### config.mk
export PLATFORM = sky130hd
export DESIGN_NAME = regfile_wb_arb
export DESIGN_NICKNAME = d
export VERILOG_FILES = /design/src/rtl/regfile_wb_arb_pkg.sv /design/src/rtl/wb_arb_fifo.sv /design/src/rtl/regfile_wb_arb.sv
export SDC_FILE = /design/constraint.sdc
export NUM_CORES = 1
export LEC_CHECK = 0
export CAP_MARGIN = 20
export CORE_MARGIN = 2
export CORE_UTILIZATION = 40
export DETAILED_ROUTE_END_ITERATION = 6
export SYNTH_ARGS = -nofsm -noshare
export SYNTH_HDL_FRONTEND = slang
export SYNTH_SLANG_ARGS = --single-unit
### constraint.sdc
create_clock -name clk -period 4.4 [get_ports clk]
set_input_delay 0.88 -clock clk [delete_from_list [all_inputs] [get_ports clk]]
set_output_delay 0.88 -clock clk [all_outputs]
set_load 0.02 [all_outputs]
### src/rtl/regfile_wb_arb_pkg.sv
// Shared widths, reset polarity and queue entry layout for the regfile write-port arbiter.
// The fixed slot count bounds the queue storage; only the first DEPTH slots are ever used.
package regfile_wb_arb_pkg;

  localparam int          RegBus         = 32;
  localparam int          RegAddrBus     = 5;
  localparam logic [31:0] ZeroWord       = 32'h0000_0000;
  localparam logic        WriteEnable    = 1'b1;
  localparam logic        WbArbRstEnable = 1'b0;
  localparam int          WbArbDepth     = 2;
  localparam int          MaxDepth       = 4;

  typedef struct packed {
    logic                  vld;
    logic [RegAddrBus-1:0] addr;
    logic [RegBus-1:0]     data;
  } wb_ent_t;

  // r0 is hardwired, so writes and hazards on it never matter
  function automatic logic addr_live(input logic [RegAddrBus-1:0] a);
    return a != '0;
  endfunction

endpackage

### src/rtl/wb_arb_fifo.sv
// Circular queue of secondary writeback results with per-entry valid, address kill
// and pending-destination match for two decode check ports.
module wb_arb_fifo
  import regfile_wb_arb_pkg::*;
#(
  parameter int DEPTH = WbArbDepth
) (
  input  logic                  clk,
  input  logic                  rst,
  input  logic                  push,
  input  logic [RegAddrBus-1:0] push_addr,
  input  logic [RegBus-1:0]     push_data,
  input  logic                  pop,
  input  logic                  kill_en,
  input  logic [RegAddrBus-1:0] kill_addr,
  input  logic [RegAddrBus-1:0] chk_addr1,
  input  logic [RegAddrBus-1:0] chk_addr2,
  output wb_ent_t               head,
  output logic                  empty,
  output logic                  full,
  output logic                  hit1,
  output logic                  hit2
);

  logic                  vld_q  [MaxDepth];
  logic [RegAddrBus-1:0] addr_q [MaxDepth];
  logic [RegBus-1:0]     data_q [MaxDepth];
  logic [1:0]            head_ptr;
  logic [1:0]            tail_ptr;
  logic [2:0]            count;

  function automatic logic [1:0] ptr_inc(input logic [1:0] p);
    return (p == 2'(DEPTH - 1)) ? 2'd0 : p + 2'd1;
  endfunction

  assign empty = (count == 3'd0);
  assign full  = (count == 3'(DEPTH));
  assign head  = {vld_q[head_ptr], addr_q[head_ptr], data_q[head_ptr]};

  // Kill first, then pop, then push: a push into the slot being freed must win.
  always_ff @(posedge clk) begin
    if (rst == WbArbRstEnable) begin
      head_ptr <= 2'd0;
      tail_ptr <= 2'd0;
      count    <= 3'd0;
      for (int i = 0; i < MaxDepth; i++) vld_q[i] <= 1'b0;
    end else begin
      for (int i = 0; i < MaxDepth; i++) begin
        if (kill_en && vld_q[i] && addr_q[i] == kill_addr) vld_q[i] <= 1'b0;
      end
      if (pop) begin
        vld_q[head_ptr] <= 1'b0;
        head_ptr        <= ptr_inc(head_ptr);
      end
      if (push) begin
        vld_q[tail_ptr] <= 1'b1;
        tail_ptr        <= ptr_inc(tail_ptr);
      end
      count <= count + {2'b00, push} - {2'b00, pop};
    end
  end

  always_ff @(posedge clk) begin
    if (push) begin
      addr_q[tail_ptr] <= push_addr;
      data_q[tail_ptr] <= push_data;
    end
  end

  always_comb begin
    hit1 = 1'b0;
    hit2 = 1'b0;
    for (int i = 0; i < MaxDepth; i++) begin
      if (vld_q[i] && addr_live(chk_addr1) && addr_q[i] == chk_addr1) hit1 = 1'b1;
      if (vld_q[i] && addr_live(chk_addr2) && addr_q[i] == chk_addr2) hit2 = 1'b1;
    end
  end

endmodule

### src/rtl/regfile_wb_arb.sv
// Shares the register file write port between the pipeline writeback (fixed priority)
// and a queued secondary result source, with starvation-driven pipeline stall.
module regfile_wb_arb
  import regfile_wb_arb_pkg::*;
#(
  parameter int DEPTH      = WbArbDepth,
  parameter int STARVE_MAX = 4
) (
  input  logic                  clk,
  input  logic                  rst,
  input  logic                  p_we,
  input  logic [RegAddrBus-1:0] p_waddr,
  input  logic [RegBus-1:0]     p_wdata,
  input  logic                  s_valid,
  output logic                  s_ready,
  input  logic [RegAddrBus-1:0] s_waddr,
  input  logic [RegBus-1:0]     s_wdata,
  output logic                  we,
  output logic [RegAddrBus-1:0] waddr,
  output logic [RegBus-1:0]     wdata,
  input  logic [RegAddrBus-1:0] chk_addr1,
  input  logic [RegAddrBus-1:0] chk_addr2,
  output logic                  pend_hit1,
  output logic                  pend_hit2,
  output logic                  stall_o
);

  wb_ent_t               head;
  logic                  empty;
  logic                  full;
  logic                  kill_en;
  logic                  hs_p0;
  logic                  s_keep_p0;
  logic                  push_p0;
  logic                  pop_p0;
  logic                  sel_we_p0;
  logic [RegAddrBus-1:0] sel_addr_p0;
  logic [RegBus-1:0]     sel_data_p0;
  logic [3:0]            starve_q;

  assign s_ready   = !full && (rst != WbArbRstEnable);
  assign hs_p0     = s_valid && s_ready;
  assign kill_en   = p_we && addr_live(p_waddr);
  // A concurrent pipeline write to the same register is newer, so the incoming result is stale.
  assign s_keep_p0 = hs_p0 && addr_live(s_waddr) && !(p_we && p_waddr == s_waddr);
  assign push_p0   = s_keep_p0 && (p_we || !empty);

  always_comb begin
    sel_we_p0   = 1'b0;
    sel_addr_p0 = '0;
    sel_data_p0 = ZeroWord;
    pop_p0      = 1'b0;
    if (p_we) begin
      sel_we_p0   = addr_live(p_waddr);
      sel_addr_p0 = p_waddr;
      sel_data_p0 = p_wdata;
    end else if (!empty) begin
      pop_p0      = 1'b1;
      sel_we_p0   = head.vld;
      sel_addr_p0 = head.addr;
      sel_data_p0 = head.data;
    end else if (s_keep_p0) begin
      sel_we_p0   = WriteEnable;
      sel_addr_p0 = s_waddr;
      sel_data_p0 = s_wdata;
    end
  end

  wb_arb_fifo #(.DEPTH(DEPTH)) u_fifo (
    .clk       (clk),
    .rst       (rst),
    .push      (push_p0),
    .push_addr (s_waddr),
    .push_data (s_wdata),
    .pop       (pop_p0),
    .kill_en   (kill_en),
    .kill_addr (p_waddr),
    .chk_addr1 (chk_addr1),
    .chk_addr2 (chk_addr2),
    .head      (head),
    .empty     (empty),
    .full      (full),
    .hit1      (pend_hit1),
    .hit2      (pend_hit2)
  );

  // Output stage p0 -> registered write port and stall request
  always_ff @(posedge clk) begin
    if (rst == WbArbRstEnable) begin
      we       <= 1'b0;
      waddr    <= '0;
      wdata    <= ZeroWord;
      stall_o  <= 1'b0;
      starve_q <= 4'd0;
    end else begin
      we    <= sel_we_p0;
      waddr <= sel_addr_p0;
      wdata <= sel_data_p0;
      if (starve_q == 4'(STARVE_MAX)) begin
        stall_o  <= 1'b1;
        starve_q <= 4'd0;
      end else begin
        stall_o <= 1'b0;
        if (pop_p0 || empty) starve_q <= 4'd0;
        else if (p_we)       starve_q <= starve_q + 4'd1;
      end
    end
  end

endmodule
After elaboration in Yosys (flattened, before gate mapping):

Memories as Yosys holds them, arrays and structs flattened. A register that Yosys moved wholly into a read port is not among the register bits.
Cells that the tools add are included.

* register bits after elaboration: 50
* bits in writable memories: 152
* input bits: 88
* output and inout port bits: 42
* word-level logic and storage cells: 136
* memories kept: 3

Memory list
* u_fifo.data_q: depth 4, width 32, read ports 1, clocked after memory_dff 1, write ports 1, RTL line wb_arb_fifo.sv:27 `logic [RegBus-1:0] data_q [MaxDepth];`
* u_fifo.addr_q: depth 4, width 5, read ports 5, clocked after memory_dff 1, write ports 1, RTL line wb_arb_fifo.sv:26 `logic [RegAddrBus-1:0] addr_q [MaxDepth];`
* u_fifo.vld_q: depth 4, width 1, read ports 5, clocked after memory_dff 1, write ports 5, RTL line wb_arb_fifo.sv:25 `logic vld_q [MaxDepth];`

* add/sub/neg operators: 5
* equality and inequality tests: 17
* muxes and demuxes: 55
* bitwise operators: 5
* reduce and logical (&&, ||, !) cells: 43

Operators by type and width (number)
* $mux 32: 3
* $eq 5x5->1: 13
* $mux 1: 40
* $logic_and 1x1->1: 31
* $reduce_bool 5->1: 4
* $mux 2: 9
* $mux 5: 3
* $add 2x1->2 const B: 2
* $add 4x1->4 const B: 1
* $eq 2x1->1 const B: 2
* $eq 4x3->1 const B: 1
* $or 1x1->1: 4
* $add 3x1->3: 1
* $eq 3x2->1 const B: 1
* $logic_not 1->1: 3
* $logic_not 3->1: 1
* $reduce_or 3->1: 1
* $sub 3x1->3: 1
* $logic_or 1x1->1: 2
* $not 1->1: 1
* $reduce_or 1->1: 1

Depth between registers and ports, before layout:

* depth in word-level cells: 10
* mapped depth: 11

Hierarchy:

A second synthesis with hierarchy kept.

* cells, all modules: 515
* area total of the unflattened synthesis: 8498.2 µm²

By module, submodules not included
* wb_arb_fifo: times used 1, cells an instance 344, area each 6683.9 µm², sequential area each 4704.5 µm²
* regfile_wb_arb: times used 1, cells an instance 171, area each 1814.2 µm², sequential area each 860.8 µm²

Worst setup path before layout:

Ideal clock, no wire load.

* kind: input to register
* from: input p_waddr[2]
* to: memory u_fifo.addr_q[0][0] (enable)
* arrival: 4.206 ns
* path slack: -0.285 ns
* stages on the path: 5
* buffers on the path: 1
* path through: buf_4 > xor2_1 > nor4_1 > a311o_4 > nor3_1

* longest elaborated chain between the ends: 7

Ends and longest elaborated chain
* from (decl): RTL line regfile_wb_arb.sv:12 `input logic [RegAddrBus-1:0] p_waddr,`
* $eq 5x5->1: RTL line regfile_wb_arb.sv:45 `assign s_keep_p0 = hs_p0 && addr_live(s_waddr) && !(p_we && p_waddr == s_waddr);`
* $logic_and 1x1->1: RTL line regfile_wb_arb.sv:45
* $logic_not 1->1: RTL line regfile_wb_arb.sv:45
* $logic_and 1x1->1: RTL line regfile_wb_arb.sv:45
* $logic_and 1x1->1: RTL line regfile_wb_arb.sv:46 `assign push_p0 = s_keep_p0 && (p_we || !empty);`
* $mux 1: RTL line wb_arb_fifo.sv:64 `if (push) begin`
* $mux 1 (implied by the code): RTL line wb_arb_fifo.sv:65 `addr_q[tail_ptr] <= push_addr;`
* to (decl): RTL line wb_arb_fifo.sv:26

Every way passes these cells.

Worst setup path in the final report:

* from: input chk_addr1[4]
* to: output pend_hit1

* longest elaborated chain between the ends: 7

Ends and longest elaborated chain
* from (decl): RTL line regfile_wb_arb.sv:21 `input logic [RegAddrBus-1:0] chk_addr1,`
* $reduce_bool 5->1: RTL line regfile_wb_arb_pkg.sv:21 `return a != '0;`
* $logic_and 1x1->1 (2 in series): RTL line wb_arb_fifo.sv:74 `if (vld_q[i] && addr_live(chk_addr1) && addr_q[i] == chk_addr1) hit1 = 1'b1;`
* $mux 1 (3 in series): RTL line wb_arb_fifo.sv:74
* $mux 1 (*): RTL line wb_arb_fifo.sv:74
* to (decl): RTL line regfile_wb_arb.sv:23 `output logic pend_hit1,`

Every way passes the cells marked *; elsewhere a longest branch is shown, timed or not.

==> results_dict.tcl <==
set metrics [dict create \
    die_w_um 150 \
    grt_pass1_wl_um 31600 \
    critPathArrivalTime_ps 2950 \
    ctsHoldBuffers 0 \
    synthAdderAreaFrac_pct 0.821 \
    routed_wirelength_um 20600 \
    worst-path-buf-inv 2 \
    antenna_found_initial 0 \
    synthCells 563 \
    firstDrtPassIters 5 \
    critPathKind "in -> out" \
    period_share_pct 87.1 \
    worst_ep_required_time_ps 3520 \
    endpoint_kind "primary output" \
    synth_top_family_by_area "multiplexers" \
    synth_seq_cells 204 \
    num_rows 53 \
    rsz0062_at_grt "false" \
    num_vias 5176 \
    power_density_nw_per_um2 467 \
    antennaDiodeCount 0 \
    dp_hpwl_um 12900 \
    post_cts_resized 0 \
    drtIter0Drc 319 \
    synth_fp_nets 656 \
    die_area_sq_um 22500 \
    cts_buffers 21 \
    synthXorXnorAreaFrac_pct 7.28 \
    synthMuxAreaShare_pct 10.0 \
    grt.total_usage_pct 18.6 \
    finalCriticalPeriod_ps 3830 \
    final_nets 783 \
    yosysWarnings 0 \
    grt_max_degree 56 \
    synth_area_sq_um 8530 \
    synth_compound_area_share_pct 6.06 \
    fmax_mhz 261 \
    synthToLayoutAreaGrowth_pct 26.4 \
    placeableCoreArea_sq_um 21000 \
    slew_headroom_pct 30.6 \
    outcome "complete, no violations" \
    synth_ff_type "edfxtp_1" \
    synth_top_cell_by_area "edfxtp_1" \
    synth_edf_count 148 \
    ys_seq_area_share_pct 65.2 \
    hold_viol_final 0 \
    ys_types 45 \
    ff_latch_area_sq_um 5570 \
    crit_path_max_incr_delay_ps 590 \
    fin_util_pct 51.5 \
    final_cells 979 \
    finClkSkew_ps 9.18 \
    worstMarginPinSlew_ps 1040 \
    root_buffer "clkbuf_16" \
    ant_nets 0 \
    post-route-drc-count 0 \
    async_flop_share_pct 0 \
    place_inst 941 \
    synthTopCellsByArea "edfxtp_1 (52%), dfxtp_1 (13%), mux4_2 (10%)" \
    start_util_pct 40.7 \
    vias_per_cell 5.29 \
    fp.dieH_um 150 \
    io_buffers 129 \
    synth_area_per_cell_sq_um 15.1 \
    hold_class "reg -> reg" \
    globalRouteOverflowTotal 0 \
    path_max_fanout 5 \
    finalMaxSlewViolations 0 \
    htree_levels 1 \
    cap_violations 0 \
    fillCellCount 1753 \
    clk_pin_slew_ps 60 \
    peakVddDrop_v 0.000268 \
    whs_ps 480 \
    routedWlPerCell_um 21.1 \
    yosysTopAreaCellShare_pct 52.1 \
    setup_viol 0 \
    tns_ps 0 \
    clock-sinks 204 \
    clockBufferDepth 3 \
    ios 130 \
    multiInputGateArea_sq_um 2740 \
    post_cts_buffers 0 \
    cp_cell_sequence "clkdlybuf4s50_1 -> xor2_1 -> nor4_1 -> nand3_1 -> nand4_1 -> o21a_1 -> clkdlybuf4s50_1" \
    crit_family "buffers and inverters" \
    drive_above_1_share_pct 13.9 \
    tritoncts "yes" \
    synth-simple-area-share_pct 7.41 \
    insertion_delay_ps 480 \
    slowest_stage "clkdlybuf4s50_1" \
    crit_top_cell "clkdlybuf4s50_1" \
    start_kind "input port" \
    power.leakage_nw 3.65 \
    gp_congestion 0.889 \
    grt_pass1_vias 5497 \
]
-- through the flow --
step                worst slack [ps]  area (sq um)  power, W
floorplan                        536          8530   0.00298
global placement                 681         10100   0.00338
detailed placement               553         10100   0.00340
CTS                              543         10800   0.00509
global route                     417         10800   0.00526
finish                           567         10800   0.00504
-- cell usage after synthesis (9+ instances only) --
cell type  count
a21boi_0       9
a32oi_1       29
clkbuf_1      25
dfxtp_1       56
edfxtp_1     148
inv_1          9
mux4_2        38
nand2_1       75
nand3_1       14
nor2_1         9
nor4_1        13
xnor2_1       22
xor2_1        47
-- per-layer routing --
metal  vias up  global-route usage, %  wire length (um)
met5         -                      0                 0
met4         0                   6.08               405
met3        31                   2.80               892
met2       140                   31.2             10400
met1      2626                   24.9              8950
li1       2379                      -                 -
-- worst paths after layout --
check                  start               to  slack, ps  cells after the start
min              starve_q[0]      starve_q[0]        480                      1
max             chk_addr1[4]        pend_hit1        570                      7
min reg2reg      starve_q[0]      starve_q[0]        480                      1
max reg2reg  u_fifo.count[1]  u_fifo.count[2]       1810                     10
-- registers in the layout, indices dropped and copies added, names as in the netlist, named ones only --
signal	count
u_fifo.data_q	128
wdata	32
u_fifo.addr_q	20
waddr	5
starve_q	4
u_fifo.vld_q	4
u_fifo.count	3
u_fifo.head_ptr	2
u_fifo.tail_ptr	2
stall_o	1
we	1
-- placed cells by master, fill, tap and decap left out, types with 2 or more instances in the layout --
cell type,netlist,layout
buf_12,0,3
o21a_1,3,3
nand2_1,75,75
a21boi_0,9,9
nand4_1,3,3
buf_4,5,14
o311ai_0,2,2
clkbuf_8,0,4
xor2_1,47,47
clkdlybuf4s50_1,0,128
dfxtp_2,0,2
clkinv_1,0,2
clkbuf_1,25,8
nor2_1,9,7
nor2_4,0,3
nor4_1,13,13
edfxtp_1,148,148
mux4_2,38,38
nand3_1,14,14
inv_1,9,9
or4_1,3,3
clkbuf_16,0,21
dfxtp_1,56,54
and2_1,5,5
ha_1,4,4
a32oi_1,29,29
a22oi_1,8,8
xnor2_1,22,22
-- cells by family after synthesis --
family	Yosys count
buffers and inverters	51
AOI/OAI and AO/OA	61
xor gates and xnor gates	70
DFF	204
and+or+nand+nor	134
muxes	38
adders and majority gates	5
-- where the power goes --
group,internal [W],switching (W)
logic,0.000511,0.000525
registers,0.00221,0.000102
clock network,0.00101,0.000678
total,0.00373,0.00131
-- layout make-up --
| class | instances | share of cell area, % |
|---|---|---|
| Tap cell | 275 | 3.19 |
| Sequential cell | 204 | 51.6 |
| Inverter | 9 | 0.313 |
| Clock buffer | 33 | 5.66 |
| Clock inverter | 4 | 0.394 |
| Multi-Input combinational cell | 308 | 25.4 |
| Timing Repair Buffer | 146 | 13.5 |
(Power assumes the default switching activity.)
